--- src/rtl/pipe_pkg.sv ---
// Shared definitions for the parametrised inter-stage pipeline register:
// default bundle widths, control-bundle field map and the saturating counter helper.
package pipe_pkg;

    localparam int CTRL_W_DEFAULT = 8;
    localparam int DATA_W_DEFAULT = 160;
    localparam int MAX_CNT_W      = 32;

    // Control bundle field map (bit offsets inside ctrl)
    localparam int MEMREAD_B    = 0;
    localparam int MEMWRITE_B   = 1;
    localparam int MEMTOREG_LSB = 2;
    localparam int MEMTOREG_W   = 2;
    localparam int REGWRITE_B   = 4;
    localparam int ALUOP_LSB    = 5;
    localparam int ALUOP_W      = 2;
    localparam int ALUSRC_B     = 7;

    // Increment cnt by one unless it already holds the all-ones value for a width-bit counter.
    function automatic logic [MAX_CNT_W-1:0] cnt_sat_inc(input logic [MAX_CNT_W-1:0] cnt,
                                                         input int unsigned         width);
        logic [MAX_CNT_W-1:0] max_val;
        max_val = {MAX_CNT_W{1'b1}} >> (MAX_CNT_W - width);
        return (cnt >= max_val) ? cnt : cnt + 1'b1;
    endfunction

endpackage

--- src/rtl/pipe_slot.sv ---
// One retiming slot of the pipeline register: valid + control + datapath bundle
// with reset > flush > stall > load priority.
module pipe_slot
    import pipe_pkg::*;
#(
    parameter int CTRL_W     = CTRL_W_DEFAULT,
    parameter int DATA_W     = DATA_W_DEFAULT,
    parameter bit CLEAR_DATA = 1'b0
) (
    input  logic              clk,
    input  logic              rst,
    input  logic              flush,
    input  logic              stall,
    input  logic              load_valid,
    input  logic [CTRL_W-1:0] load_ctrl,
    input  logic [DATA_W-1:0] load_data,
    output logic              valid,
    output logic [CTRL_W-1:0] ctrl,
    output logic [DATA_W-1:0] data
);

    // NOTE: sequential state uses non-blocking assignments so every slot samples
    // its neighbour's pre-edge value and the chain shifts by exactly one per edge.
    always_ff @(posedge clk) begin
        if (rst || flush) begin
            valid <= 1'b0;
            ctrl  <= '0;
        end else if (!stall) begin
            valid <= load_valid;
            ctrl  <= load_valid ? load_ctrl : '0;
        end
    end

    if (CLEAR_DATA) begin : g_clear_data
        always_ff @(posedge clk) begin
            if (rst || flush) begin
                data <= '0;
            end else if (!stall) begin
                data <= load_data;
            end
        end
    end else begin : g_keep_data
        // NOTE: the wide datapath flops are deliberately left without reset; valid and
        // ctrl already mark the slot as a bubble, so stale data is harmless downstream.
        always_ff @(posedge clk) begin
            if (!rst && !flush && !stall) begin
                data <= load_data;
            end
        end
    end

endmodule

--- src/rtl/pipe_stage_reg.sv ---
// Parametrised inter-stage pipeline register: STAGES chained slots with stall/flush
// control and saturating stall/flush/bubble counters for performance debug.
module pipe_stage_reg
    import pipe_pkg::*;
#(
    parameter int CTRL_W     = CTRL_W_DEFAULT,
    parameter int DATA_W     = DATA_W_DEFAULT,
    parameter int STAGES     = 1,
    parameter bit CLEAR_DATA = 1'b0,
    parameter int CNT_W      = 16
) (
    input  logic              clk,
    input  logic              rst,
    input  logic              stall_i,
    input  logic              flush_i,
    input  logic              valid_i,
    input  logic [CTRL_W-1:0] ctrl_i,
    input  logic [DATA_W-1:0] data_i,
    output logic              valid_o,
    output logic [CTRL_W-1:0] ctrl_o,
    output logic [DATA_W-1:0] data_o,
    output logic [CNT_W-1:0]  stall_cnt_o,
    output logic [CNT_W-1:0]  flush_cnt_o,
    output logic [CNT_W-1:0]  bubble_cnt_o
);

    if (STAGES < 1 || STAGES > 4) begin : g_bad_stages
        $error("pipe_stage_reg: STAGES=%0d is outside the legal range 1..4", STAGES);
    end

    if (CNT_W < 1 || CNT_W > MAX_CNT_W) begin : g_bad_cnt_w
        $error("pipe_stage_reg: CNT_W=%0d is outside the legal range 1..%0d", CNT_W, MAX_CNT_W);
    end

    logic [STAGES-1:0]             slot_valid;
    logic [STAGES-1:0][CTRL_W-1:0] slot_ctrl;
    logic [STAGES-1:0][DATA_W-1:0] slot_data;

    for (genvar k = 0; k < STAGES; k++) begin : g_slot
        logic              in_valid;
        logic [CTRL_W-1:0] in_ctrl;
        logic [DATA_W-1:0] in_data;

        if (k == 0) begin : g_head
            assign in_valid = valid_i;
            assign in_ctrl  = ctrl_i;
            assign in_data  = data_i;
        end else begin : g_chain
            assign in_valid = slot_valid[k-1];
            assign in_ctrl  = slot_ctrl[k-1];
            assign in_data  = slot_data[k-1];
        end

        pipe_slot #(
            .CTRL_W     (CTRL_W),
            .DATA_W     (DATA_W),
            .CLEAR_DATA (CLEAR_DATA)
        ) u_slot (
            .clk        (clk),
            .rst        (rst),
            .flush      (flush_i),
            .stall      (stall_i),
            .load_valid (in_valid),
            .load_ctrl  (in_ctrl),
            .load_data  (in_data),
            .valid      (slot_valid[k]),
            .ctrl       (slot_ctrl[k]),
            .data       (slot_data[k])
        );
    end

    assign valid_o = slot_valid[STAGES-1];
    assign data_o  = slot_data[STAGES-1];
    // Second guard: a bubble can never present a live control word downstream.
    assign ctrl_o  = valid_o ? slot_ctrl[STAGES-1] : '0;

    logic [CNT_W-1:0] stall_cnt;
    logic [CNT_W-1:0] flush_cnt;
    logic [CNT_W-1:0] bubble_cnt;

    // A flush overrides a simultaneous stall, so such a cycle counts only as a flush.
    always_ff @(posedge clk) begin
        if (rst) begin
            stall_cnt  <= '0;
            flush_cnt  <= '0;
            bubble_cnt <= '0;
        end else begin
            if (stall_i && !flush_i) begin
                stall_cnt <= CNT_W'(cnt_sat_inc(MAX_CNT_W'(stall_cnt), CNT_W));
            end
            if (flush_i) begin
                flush_cnt <= CNT_W'(cnt_sat_inc(MAX_CNT_W'(flush_cnt), CNT_W));
            end
            if (!valid_o) begin
                bubble_cnt <= CNT_W'(cnt_sat_inc(MAX_CNT_W'(bubble_cnt), CNT_W));
            end
        end
    end

    assign stall_cnt_o  = stall_cnt;
    assign flush_cnt_o  = flush_cnt;
    assign bubble_cnt_o = bubble_cnt;

endmodule

--- config.mk ---
export PLATFORM = sky130hd
export DESIGN_NAME = pipe_stage_reg
export DESIGN_NICKNAME = d
export VERILOG_FILES = /design/src/rtl/pipe_pkg.sv /design/src/rtl/pipe_slot.sv /design/src/rtl/pipe_stage_reg.sv
export SDC_FILE = /design/constraint.sdc
export NUM_CORES = 1
export LEC_CHECK = 0
export ABC_AREA = 1
export BUFFER_PORTS_ARGS = -buffer_cell sky130_fd_sc_hd__clkbuf_2
export CAP_MARGIN = 5
export CORE_MARGIN = 4
export CORE_UTILIZATION = 25
export CTS_CLUSTER_SIZE = 30
export DETAILED_ROUTE_END_ITERATION = 8
export SETUP_SLACK_MARGIN = 0.4
export SLEW_MARGIN = 10
export SYNTH_ARGS = -nofsm -noshare
export SYNTH_HDL_FRONTEND = slang
export SYNTH_SLANG_ARGS = --single-unit
--- constraint.sdc ---
create_clock -name clk -period 7.8 [get_ports clk]
set_input_delay 0.39 -clock clk [delete_from_list [all_inputs] [get_ports clk]]
set_output_delay 0.39 -clock clk [all_outputs]
set_load 0.03 [all_outputs]
[Word-level counts from Yosys, hierarchy flattened]
Cells that the tools add are included.
Word-level totals
  flip-flop bits (word level): 217
  output and inout port bits: 217
  bits of input ports: 173
Operators by class
  add/sub/neg operators: 3
  bitwise operators: 4
  reduce and logical (&&, ||, !) cells: 10
  mux-type cells: 2
  magnitude comparators: 3
Operators with widths (count)
  $add 16x1->16 const B: 3
  $ge 16x16->1 const B: 3
  $mux 8: 2
  $reduce_and 2->1: 3
  $not 1->1: 4
  $logic_and 1x1->1: 3
  $logic_not 1->1: 3
  $logic_or 1x1->1: 1

[Depth between registers and ports, before layout]
  depth in word-level cells: 3
  gate-level depth with buffers: 10
  mapped depth without buffers: 9

[Cells and area by module]
Synthesis repeated with hierarchy kept, for this count alone.
Second synthesis, totals
  cell total of the unflattened synthesis: 643
  area, all modules: 7991.4 um^2
By module, submodules not included
  pipe_slot: times used 1, cells each 202, area each 5178.7 um^2, sequential area each 4984.8 um^2
  pipe_stage_reg: times used 1, cells each 441, area each 2812.7 um^2, sequential area each 960.9 um^2

[Worst setup path before layout]
Ideal clock, no wire load.
  kind: input to register
  from: input port flush_i
  to: register g_slot[0].u_slot.data[0], enable pin
  buffers on the path: 0
  stages on the path: 3
  arrival time: 7388 ps
  path slack: -270 ps
  cells stage by stage: inv_1 > nand2_1 > nor2_1
On the way
  word-level cells in the longest chain between the ends: 3
RTL lines
  start, declared: line pipe_stage_reg.sv:15  | input logic flush_i,
  $logic_not 1->1: line pipe_slot.sv:46  | if (!rst && !flush && !stall) begin
  $logic_and 1x1->1 (2 in a row): line pipe_slot.sv:46
  end signal, assigned: line pipe_slot.sv:47  | data <= load_data;
  end, declared: line pipe_slot.sv:19  | output logic [DATA_W-1:0] data
Every way passes these cells.
A chain may end at the register's enable or synchronous reset.

[Worst setup path after layout]
  from: input port rst
  to: register g_slot[0].u_slot.data[49], enable pin
On the way
  word-level cells in the longest chain between the ends: 3
RTL lines
  start, declared: line pipe_stage_reg.sv:13  | input logic rst,
  $logic_not 1->1: line pipe_slot.sv:46
  $logic_and 1x1->1 (2 in a row): line pipe_slot.sv:46
Every way passes these cells.

==> flow_metrics.py <==
metrics = {
    "job": {
        "cap_violations": 0,
    },
    "timing": {
        "hold_viol": 0,
        "setup_viol": 0,
        "fin_crit_sh_pct": 30.6,
        "period_needed_ns": 2.39,
        "final_max_slew_viol_count": 0,
        "maxSlewHeadroom_pct": 33.7,
        "hold_ws_ns": 0.0261,
        "worst_slew_pin_slew_ns": 0.995,
        "finClkSkew_ns": 0.00568,
        "fmax_ghz": 0.419,
        "fin_tns_setup_ns": 0,
        "rsz0062_at_grt": "false",
    },
    "layout": {
        "nFillCells": 3018,
        "layout-drive-gt1-share_pct": 36.6,
        "fin_util_pct": 40.6,
        "multi_input_area_mm2": 0.00187,
        "layout.area.seq_mm2": 0.00595,
        "layout_commonest_cell": "clkbuf_2",
        "area_delta_synth_final_pct": 59.0,
        "most-common-layout-cells": "clkbuf_2, edfxtp_1, nand2_1, dlygate4sd3_1, nor2_1",
        "fin_nets": 1409,
    },
    "die": {
        "num_rows": 65,
        "initial_utilization_pct": 25.5,
        "dieArea_mm2": 0.0353,
        "pin_count": 390,
        "coreArea_mm2": 0.0317,
        "die_x_um": 188,
        "die_y_um": 188,
    },
    "power": {
        "pwr-share-comb_pct": 10.9,
        "powerDensity_mw_per_mm2": 229,
        "internal_power_mw": 2.23,
        "switching_share_pct": 24.4,
        "seqPwrFrac_pct": 44.8,
        "p_switching_uw": 718,
        "ir_drop_v": 0.000161,
        "p_leak_nw": 5.56,
        "clkPwrFrac_pct": 44.3,
    },
    "setup_path": {
        "cp_slowest_stage_delay_ns": 0.58,
        "crit_family": "buffers and inverters",
        "cp_cell_sequence": "clkbuf_2 > inv_2 > nand2_1 > nor2_4 > buf_12",
        "arrival_ns": 2.54,
        "crit_path_top_delay_cell": "inv_2",
        "cp_data_required_time_ns": 7.95,
        "path_max_fanout": 160,
        "path_buf_inv": 3,
        "path_class": "in2reg",
        "start_kind": "input port",
        "cp-end-kind": "flop",
    },
    "cts": {
        "clk_pin_slew_worst_paths_ns": 0.06,
        "cts-root-buf": "clkbuf_16",
        "cts_tree": "built",
        "clkSinkCount": 217,
        "clockBufferDepth": 3,
        "cts_resized": 0,
        "cts_max_level": 1,
        "cts_setup_buffers": 0,
        "cts_buffers": 27,
        "clock_latency_ns": 0.54,
        "holdBufCountCts": 144,
    },
    "synthesis": {
        "syn_inst": 684,
        "synth-main-ff-cell": "edfxtp_1",
        "netlist_area_mm2": 0.00809,
        "synth_top_cell_by_area": "edfxtp_1",
        "synth.area.top_cells": "edfxtp_1, dfxtp_1, nand2_1",
        "async_flop_share_pct": 0,
        "yosys.cell_types.count": 30,
        "synth_nets": 860,
        "syn_area_per_cell_um2": 11.8,
        "synth-seq-cells": 217,
        "yosysWarningCount": 0,
        "ys_seq_area_share_pct": 73.5,
        "synth-edff-count": 160,
        "yosys.area.top_type_share_pct": 59.4,
    },
    "global_routing": {
        "grt-ovfl-total": 0,
        "grt_max_degree": 161,
        "grt_usage_pct": 15.6,
        "antenna_found_initial": 8,
        "grt_pass1_vias": 7165,
        "grt_pass1_wl_um": 43200,
    },
    "worst_hold_path": {
        "hold_path.class": "in2reg",
    },
    "detailed_routing": {
        "drtIter0Drc": 284,
        "first_pass_iters": 5,
        "drc": 0,
        "via_count": 7166,
        "postRouteAntennaNets": 0,
        "viasPerCell": 4.31,
        "wl_per_cell_um": 17.6,
        "wl_um": 29200,
    },
    "placed_design": {
        "gp_congestion": 0.855,
        "dp_hpwl_um": 20000,
        "numPortBuffers": 389,
    },
    "outcome": {
        "outcome": "complete, no violations",
    },
}
## worst register-to-register path: cells and delay by family (launching register included)
kind,cells,cell delay (ns)
fa+ha+maj,1,0.21
flops,1,0.42
simple gates,5,0.93
buf+inv,1,0.05
## routing by layer
metal | track usage (%) | wire (um) | vias to the layer above
li1 | - | - | 3420
met1 | 17.0 | 10800 | 3394
met2 | 27.7 | 14700 | 285
met3 | 5.29 | 2370 | 63
met4 | 6.24 | 1360 | 4
met5 | 0 | 26 | -
## flip-flops by register name (all words and copies together) (netlist names)
| register | flops |
|---|---|
| bubble_cnt_o | 16 |
| flush_cnt_o | 16 |
| g_slot.u_slot.ctrl | 8 |
| g_slot.u_slot.data | 160 |
| g_slot.u_slot.valid | 1 |
| stall_cnt_o | 16 |
## synthesized netlist by cell type (5+ instances only)
library cell / instances
nor3_1: 5
edfxtp_1: 160
nand4_1: 6
nand3b_1: 6
nand3_2: 9
inv_1: 46
a21oi_1: 34
dfxtp_1: 57
nand2_1: 150
xor2_1: 6
nand3_1: 42
nor2_1: 117
## kinds of logic after synthesis
kind of cell	share of synthesized area [%]
fa+ha+maj	0.464
simple gates	19.4
buf+inv	3.49
xor+xnor	0.649
compound gates	2.47
flops	73.5
## stage by stage
step | total power, mW | cells | cell area, um^2 | setup slack, ns
2_1_floorplan | 1.49 | 684 | 8100 | 2.44
3_3_place_gp | 1.60 | 1462 | 10500 | 4.86
3_5_place_dp | 1.60 | 1462 | 10500 | 4.83
4_1_cts | 2.99 | 1656 | 12900 | 5.40
5_1_grt | 3.06 | 1662 | 12900 | 5.20
6_report | 2.95 | 1662 | 12900 | 5.41
## area by class of cell
| cell class | instances | share of cell area (%) |
|---|---|---|
| repair buffers | 534 | 26.5 |
| inverters | 51 | 1.50 |
| well taps | 402 | 3.91 |
| clock inverters | 12 | 1.35 |
| diodes | 6 | 0.117 |
| clock buffers | 38 | 5.89 |
| multi-input cells | 402 | 14.5 |
| flip-flops and latches | 217 | 46.2 |
## path summary, 6_finish.rpt
path	start	to	slack, ns	cells past startpoint
setup / recovery	rst	g_slot[0].u_slot.data[49]	5.41	5
hold / removal	data_i[28]	g_slot[0].u_slot.data[28]	0.03	1
setup reg to reg	flush_cnt_o[0]	flush_cnt_o[14]	6.12	7
hold reg to reg	g_slot[0].u_slot.ctrl[5]	g_slot[0].u_slot.ctrl[5]	0.47	2
## power groups by stage
stage               clock (mW)  combinational, mW  sequential [mW]
floorplan                    0             0.0501             1.44
global placement             0              0.256             1.34
detailed placement           0              0.258             1.34
CTS                       1.35              0.322             1.32
global route              1.40              0.342             1.32
finish                    1.31              0.322             1.32
No activity file was read; power rests on OpenSTA's default activity.
